==> src/rtl/modulo_general_pkg.sv <==
// Shared definitions for the modulo_general setpoint controller.
//   - state_e         : controller FSM state encoding
//   - AMP_GAIN_DEFAULT: gain word for the programmable amplifier (-1 on both channels)
//   - bit-index constants for the amplifier load and the 34-clock ADC read frame
//   - measure()       : maps the top bits of a channel-A sample to an unsigned 8-bit value
package modulo_general_pkg;

  typedef enum logic [2:0] {
    AMP_LOAD = 3'd0,
    AMP_DONE = 3'd1,
    CONV     = 3'd2,
    READ     = 3'd3,
    UPDATE   = 3'd4
  } state_e;

  localparam logic [7:0] AMP_GAIN_DEFAULT = 8'h11;

  // Amplifier gain word is 8 bits, indices 0..7.
  localparam logic [5:0] AMP_LAST_IDX = 6'd7;

  // ADC frame: 34 SPI_CLK cycles, channel A occupies indices 2..15.
  localparam logic [5:0] READ_BITS     = 6'd34;
  localparam logic [5:0] READ_LAST_IDX = READ_BITS - 6'd1;
  localparam logic [5:0] CHA_FIRST_IDX = 6'd2;
  localparam logic [5:0] CHA_LAST_IDX  = 6'd15;

  localparam int unsigned CHA_WIDTH = 14;
  typedef logic [CHA_WIDTH-1:0] cha_sample_t;

  // Offset-binary conversion: flipping the sign bit of a[13:6] turns the
  // two's complement sample into an unsigned value centred on 0x80.
  function automatic logic [7:0] measure(input logic [7:0] a_hi);
    return {~a_hi[7], a_hi[6:0]};
  endfunction

endpackage

==> src/rtl/modulo_general_spi_clk_gen.sv <==
// SPI clock divider with edge strobes.
//   clk, rst  : system clock, asynchronous active-low reset
//   en_i      : divider runs while high; held low the phase restarts at the
//               beginning of a low half-period
//   drive_i   : SPI_CLK pin follows the internal phase only while high
//   sclk_o    : registered SPI clock (idles low)
//   rise_o    : one-clk strobe, the coming edge raises the internal phase
//   fall_o    : one-clk strobe, the coming edge ends a full SPI_CLK period
module modulo_general_spi_clk_gen #(
  parameter int unsigned CLK_DIV = 2
) (
  input  logic clk,
  input  logic rst,
  input  logic en_i,
  input  logic drive_i,
  output logic sclk_o,
  output logic rise_o,
  output logic fall_o
);

  localparam int unsigned    DIV_W    = (CLK_DIV > 1) ? $clog2(CLK_DIV) : 1;
  localparam logic [DIV_W-1:0] DIV_LAST = DIV_W'(CLK_DIV - 1);

  logic [DIV_W-1:0] div_q, div_d;
  logic             phase_q, phase_d;
  logic             sclk_q, sclk_d;
  logic             tick_s;

  // Divider next state; the phase toggles every CLK_DIV enabled cycles.
  always_comb begin
    tick_s = en_i && (div_q == DIV_LAST);
    if (!en_i) begin
      div_d   = '0;
      phase_d = 1'b0;
    end else if (tick_s) begin
      div_d   = '0;
      phase_d = ~phase_q;
    end else begin
      div_d   = div_q + DIV_W'(1);
      phase_d = phase_q;
    end
    // The pin is gated so it stays low between transfers while the period
    // timing keeps running.
    if (drive_i) begin
      sclk_d = phase_d;
    end else begin
      sclk_d = 1'b0;
    end
  end

  // Divider and SPI clock registers.
  always_ff @(posedge clk or negedge rst) begin
    if (!rst) begin
      div_q   <= '0;
      phase_q <= 1'b0;
      sclk_q  <= 1'b0;
    end else begin
      div_q   <= div_d;
      phase_q <= phase_d;
      sclk_q  <= sclk_d;
    end
  end

  assign rise_o = tick_s & ~phase_q;
  assign fall_o = tick_s & phase_q;
  assign sclk_o = sclk_q;

endmodule

==> src/rtl/modulo_general.sv <==
// Closed-loop PWM controller: programs the amplifier gain once, then
// repeatedly starts an ADC conversion, reads channel A over SPI, nudges the
// PWM duty one step toward the setpoint and drives the actuator.
//   clk, rst     : 50 MHz clock, asynchronous active-low reset
//   referencia   : unsigned 8-bit setpoint, looked at only in UPDATE
//   MISO         : ADC serial data, sampled on SPI_CLK rising edges
//   MOSI, CS_AMP : amplifier serial data / chip select (active low)
//   SPI_CLK      : shared SPI clock, idles low
//   ADC_Conv     : ADC conversion start pulse
//   PWM          : actuator drive
//   SPI_SS_B, DAC_CS, FPGA_INIT_B, AMP_Shunt : fixed levels keeping the
//                  other bus devices quiet and the amplifier powered
module modulo_general
  import modulo_general_pkg::*;
#(
  parameter int unsigned CLK_DIV  = 2,
  parameter logic [7:0]  AMP_GAIN = AMP_GAIN_DEFAULT,
  parameter int unsigned PWM_BITS = 8
) (
  input  logic       clk,
  input  logic       rst,
  input  logic [7:0] referencia,
  input  logic       MISO,
  output logic       MOSI,
  output logic       SPI_CLK,
  output logic       CS_AMP,
  output logic       ADC_Conv,
  output logic       PWM,
  output logic       SPI_SS_B,
  output logic       DAC_CS,
  output logic       FPGA_INIT_B,
  output logic       AMP_Shunt
);

  localparam logic [PWM_BITS-1:0] DUTY_MAX = {PWM_BITS{1'b1}};

  state_e              state_q, state_d;
  logic [5:0]          bit_cnt_q, bit_cnt_d;
  cha_sample_t         a_q, a_d;
  logic [7:0]          meas_s;
  logic [PWM_BITS-1:0] duty_q, duty_d;
  logic [PWM_BITS-1:0] duty_act_q, duty_act_d;
  logic [PWM_BITS-1:0] cnt_q, cnt_d;
  logic                mosi_q, mosi_d;
  logic                cs_amp_q, cs_amp_d;
  logic                adc_conv_q, adc_conv_d;
  logic                pwm_q, pwm_d;
  logic [2:0]          amp_idx_s;
  logic                sclk_en_s, sclk_drive_s, rise_s, fall_s, sclk_s;

  // The divider pauses for the single-clk UPDATE so each CONV starts on a
  // fresh low half-period.
  assign sclk_en_s = (state_q != UPDATE);

  modulo_general_spi_clk_gen #(
    .CLK_DIV (CLK_DIV)
  ) u_spi_clk_gen (
    .clk     (clk),
    .rst     (rst),
    .en_i    (sclk_en_s),
    .drive_i (sclk_drive_s),
    .sclk_o  (sclk_s),
    .rise_o  (rise_s),
    .fall_o  (fall_s)
  );

  // FSM state and SPI bit-index registers.
  always_ff @(posedge clk or negedge rst) begin
    if (!rst) begin
      state_q   <= AMP_LOAD;
      bit_cnt_q <= '0;
    end else begin
      state_q   <= state_d;
      bit_cnt_q <= bit_cnt_d;
    end
  end

  // FSM next state; every state except UPDATE lasts a whole number of
  // SPI_CLK periods, each period ending on a fall strobe.
  always_comb begin
    state_d   = state_q;
    bit_cnt_d = bit_cnt_q;
    case (state_q)
      AMP_LOAD: begin
        if (fall_s && (bit_cnt_q == AMP_LAST_IDX)) begin
          state_d   = AMP_DONE;
          bit_cnt_d = '0;
        end else if (fall_s) begin
          bit_cnt_d = bit_cnt_q + 6'd1;
        end else begin
          bit_cnt_d = bit_cnt_q;
        end
      end
      AMP_DONE: begin
        if (fall_s) begin
          state_d = CONV;
        end else begin
          state_d = AMP_DONE;
        end
      end
      CONV: begin
        if (fall_s) begin
          state_d   = READ;
          bit_cnt_d = '0;
        end else begin
          state_d = CONV;
        end
      end
      READ: begin
        if (fall_s && (bit_cnt_q == READ_LAST_IDX)) begin
          state_d   = UPDATE;
          bit_cnt_d = '0;
        end else if (fall_s) begin
          bit_cnt_d = bit_cnt_q + 6'd1;
        end else begin
          bit_cnt_d = bit_cnt_q;
        end
      end
      UPDATE: begin
        // The amplifier is never revisited; only a reset reprograms it.
        state_d = CONV;
      end
      default: begin
        state_d   = AMP_LOAD;
        bit_cnt_d = '0;
      end
    endcase
  end

  // Output decode, computed from the next state so the pins are registered
  // and line up with the state they belong to.
  always_comb begin
    sclk_drive_s = (state_d == AMP_LOAD) || (state_d == READ);
    cs_amp_d     = (state_d != AMP_LOAD);
    adc_conv_d   = (state_d == CONV);
    amp_idx_s    = 3'd7 - bit_cnt_d[2:0];
    // MOSI may move on any edge except one that raises SPI_CLK, so the
    // amplifier always sees a settled bit on its sampling edge.
    if (state_d == AMP_LOAD) begin
      if (rise_s) begin
        mosi_d = mosi_q;
      end else begin
        mosi_d = AMP_GAIN[amp_idx_s];
      end
    end else begin
      mosi_d = 1'b0;
    end
  end

  // Registered output pins.
  always_ff @(posedge clk or negedge rst) begin
    if (!rst) begin
      mosi_q     <= 1'b0;
      cs_amp_q   <= 1'b1;
      adc_conv_q <= 1'b0;
      pwm_q      <= 1'b0;
    end else begin
      mosi_q     <= mosi_d;
      cs_amp_q   <= cs_amp_d;
      adc_conv_q <= adc_conv_d;
      pwm_q      <= pwm_d;
    end
  end

  // Channel-A shifter and the single-step duty controller.
  always_comb begin
    meas_s = measure(a_q[CHA_WIDTH-1:CHA_WIDTH-8]);
    if ((state_q == READ) && rise_s &&
        (bit_cnt_q >= CHA_FIRST_IDX) && (bit_cnt_q <= CHA_LAST_IDX)) begin
      a_d = {a_q[CHA_WIDTH-2:0], MISO};
    end else begin
      a_d = a_q;
    end
    duty_d = duty_q;
    if (state_q == UPDATE) begin
      if ((referencia > meas_s) && (duty_q != DUTY_MAX)) begin
        duty_d = duty_q + PWM_BITS'(1);
      end else if ((referencia < meas_s) && (duty_q != '0)) begin
        duty_d = duty_q - PWM_BITS'(1);
      end else begin
        duty_d = duty_q;
      end
    end else begin
      duty_d = duty_q;
    end
  end

  // PWM: the active duty is only swapped as the counter wraps to 0, so a
  // running period is never cut short or stretched.
  always_comb begin
    cnt_d = cnt_q + PWM_BITS'(1);
    if (cnt_q == DUTY_MAX) begin
      duty_act_d = duty_q;
    end else begin
      duty_act_d = duty_act_q;
    end
    pwm_d = (cnt_d < duty_act_d);
  end

  // Datapath registers.
  always_ff @(posedge clk or negedge rst) begin
    if (!rst) begin
      a_q        <= '0;
      duty_q     <= '0;
      duty_act_q <= '0;
      cnt_q      <= '0;
    end else begin
      a_q        <= a_d;
      duty_q     <= duty_d;
      duty_act_q <= duty_act_d;
      cnt_q      <= cnt_d;
    end
  end

  assign MOSI        = mosi_q;
  assign SPI_CLK     = sclk_s;
  assign CS_AMP      = cs_amp_q;
  assign ADC_Conv    = adc_conv_q;
  assign PWM         = pwm_q;
  assign SPI_SS_B    = 1'b1;
  assign DAC_CS      = 1'b1;
  assign FPGA_INIT_B = 1'b1;
  assign AMP_Shunt   = 1'b0;

endmodule

==> config.mk <==
export PLATFORM = sky130hd
export DESIGN_NAME = modulo_general
export DESIGN_NICKNAME = d
export VERILOG_FILES = /design/src/rtl/modulo_general_pkg.sv /design/src/rtl/modulo_general_spi_clk_gen.sv /design/src/rtl/modulo_general.sv
export SDC_FILE = /design/constraint.sdc
export NUM_CORES = 1
export LEC_CHECK = 0
export ABC_CLOCK_PERIOD_IN_PS = 5350
export CAP_MARGIN = 20
export CORE_AREA = 2 2 81 114
export DETAILED_ROUTE_END_ITERATION = 8
export DIE_AREA = 0 0 83 116
export GPL_ROUTABILITY_DRIVEN = 1
export GPL_TIMING_DRIVEN = 1
export SETUP_SLACK_MARGIN = 0.1
export SKIP_LAST_GASP = 1
export SLEW_MARGIN = 0
export SYNTH_ARGS = -nofsm -noshare
export SYNTH_HDL_FRONTEND = slang
export SYNTH_HIERARCHICAL = 1
export SYNTH_SLANG_ARGS = --single-unit
==> constraint.sdc <==
create_clock -name clk -period 5.35 [get_ports clk]
set_clock_uncertainty 0.15 [all_clocks]
set_input_delay 1.3375 -clock clk [delete_from_list [all_inputs] [get_ports clk]]
set_output_delay 1.3375 -clock clk [all_outputs]
set_load 0.01 [all_outputs]
==> metrics.cfg <==
[critical_path]
ff2ff_path_depth=13
cp.arrival_ns=4.50
r2r_slack_ns=1.92
start_kind=input pin
crit_type=input pin to register
rr_startpoint=a_q[7]
cp.required_ns=5.38
worstReg2RegEnd=duty_q[6]
crit_path_max_fanout=7
crit_path_end_kind=register

[clock_tree]
clkLatencyLatePin_ns=0.30
cts_root_buffer=clkbuf_16
cts_tree=yes
post_cts_buffers=0
cts.sinks=54
ctsResizeCount=0
clockBufferDepth=2
cts.reportedPaths.clkPinSlew_ns=0.07
htree_num_levels=2
cts_buffers=5
cts_hold_buf=0

[layout]
drive_above_1_share=0.117
syn_to_final_growth_pct=13.2
nNetsFinal=346
fillCellCount=829
final_common_cell=dfrtp_1
mostFrequentLayoutCells=53 x dfrtp_1, 28 x ha_1, 23 x inv_1
antennaDiodeCount=0

[sta]
tightest_slew_ns=0.773
timing.final.crit_share=0.837
setup_viol=0
min_period_ns=4.48
fin_ws_ns=0.873
slew_violations=0
tns_ns=0
rsz0062_at_grt=no
hold_viol_final=0
relSlewSlack=0.479
max_freq_mhz=223

[worst_hold_path]
whs_endpoint=u_spi_clk_gen/div_q
min_from=u_spi_clk_gen/div_q
holdCritPathClass=register to register
whs_path_depth=1

[floorplanning]
core-area_sq_um=8560
ios=20
die_x_um=83
die_y_um=116
fp.dieArea_sq_um=9630
start_util=0.352
rows=40

[pwr]
p_leak_nw=1.53
power.total_uw=782
ir_drop_uv=156
power_density_nw_per_um2=229

[yosys]
synth-edff-count=0
ys_seq_area_frac=0.449
synthesis.area_sq_um=3010
syn_avg_cell_area_sq_um=10.4
synth_top_area_share=0.440
syn_inst=291
synth_top_area_cell=dfrtp_1
ys_warn_count=6
ys_async_sr_fraction=1.00
synthFlopType=dfrtp_1
ys_seq_elements=54
synth_area_leaders=dfrtp_1 44%, ha_1 12%, mux2_2 5.6%, xor2_1 2.9%, inv_1 2.9%
synth_cell_types=50

[outcome]
outcome=complete, no violations

[flow_run]
cap_viol_max_count=0

[global_route]
grt_pass1_vias=2131
grt_max_degree=55
grt_pass1_wl_mm=9.54
grtUsageTotal=0.121
overflow=0
antenna_found_initial=0

[routing]
wirelength_mm=5.33
drtIter0Drc=98
post_drt_wl_per_cell_um=12.9
dr.pass1.iters=4
antenna_left=0
vias=2047
drc_errors=0
viasPerCell=4.97

[placement]
io_buffers=15
dp_hpwl_mm=3.93
place_ws_ns=0.546
gp_congestion=0.766

## synth_stat cells (7+ instances only)
master    n
nand2_1  22
xor2_1   10
nor2_1   20
ha_1     28
mux2_2   15
nand4_1   7
o21ai_0  13
xnor2_1   8
inv_1    23
a21oi_1  14
mux2i_1   8
dfrtp_1  53
## registers in the layout, summed over array words and instances, names as in the netlist
signal                 cells
CS_AMP                     1
u_spi_clk_gen/sclk_o       1
MOSI                       1
u_spi_clk_gen/div_q        1
a_q                       14
duty_q                     8
ADC_Conv                   1
cnt_q                      8
bit_cnt_q                  6
duty_act_q                 8
PWM                        1
state_q                    3
u_spi_clk_gen/phase_q      1
## layer usage
layer  GRT usage  up-vias  part of all wire
li1            -     1033                 -
met1       0.142      987              0.44
met5           0        -                 0
met2       0.224       22              0.53
met4      0.0361        0             0.011
met3      0.0256        5             0.024
## kinds of logic (layout without fill, tap and decap cells)
family | Yosys count | after routing | synth area share
simple gates | 83 | 83 | 0.142
mux | 23 | 23 | 0.0826
flops | 54 | 54 | 0.449
xor+xnor | 18 | 18 | 0.0523
compound gates | 48 | 48 | 0.0996
buf+inv | 34 | 48 | 0.0490
fa+ha+maj | 29 | 29 | 0.123
other cells | 2 | 4 | 0.00249
## worst max-delay path by stage
stage,startpoint,endpoint,depth (start not counted),slack [ns]
6_report,referencia[1],duty_q[6],13,0.87
3_3_place_gp,referencia[1],duty_q[6],13,0.57
3_5_place_dp,referencia[1],duty_q[6],13,0.55
5_1_grt,referencia[1],duty_q[6],13,0.57
4_1_cts,referencia[1],duty_q[6],13,0.85
2_1_floorplan,referencia[1],duty_q[6],12,1.23
## worst max-delay path, cell delays in order
cell             delay, ns
clkdlybuf4s50_1       0.40
ha_1                  0.31
nor2b_1               0.13
o211ai_1              0.15
a21oi_1               0.13
o21ai_0               0.64
ha_1                  0.41
a21o_1                0.19
a21oi_1               0.21
o21bai_1              0.09
a21oi_1               0.17
xnor2_1               0.08
mux2_2                0.25
## final cells by class
type,instances,area [sq um],share of cell area
tap,105,131,0.0385
clock buffer,5,125,0.0367
timing repair buffer,17,160,0.0470
sequential,54,1350,0.397
inverter,23,86.3,0.0253
multi-input combinational,205,1530,0.448
clock inverter,3,28.8,0.00844
## power breakdown
| part | total (mW) | internal, mW | switching, mW |
|---|---|---|---|
| Clock | 0.336 | 0.179 | 0.158 |
| Combinational | 0.0368 | 0.0162 | 0.0206 |
| Sequential | 0.409 | 0.408 | 0.000948 |
## through the flow
step	hold slack (ns)	area [sq um]	util	instances
after floorplan	0.244	3020	-	293
final	0.271	3410	0.399	412
after global routing	0.288	3410	0.399	412
after detailed placement	0.266	3260	0.381	404
after CTS	0.277	3410	0.399	412
after global placement	0.254	3260	0.381	404
(Power assumes the default switching activity.)
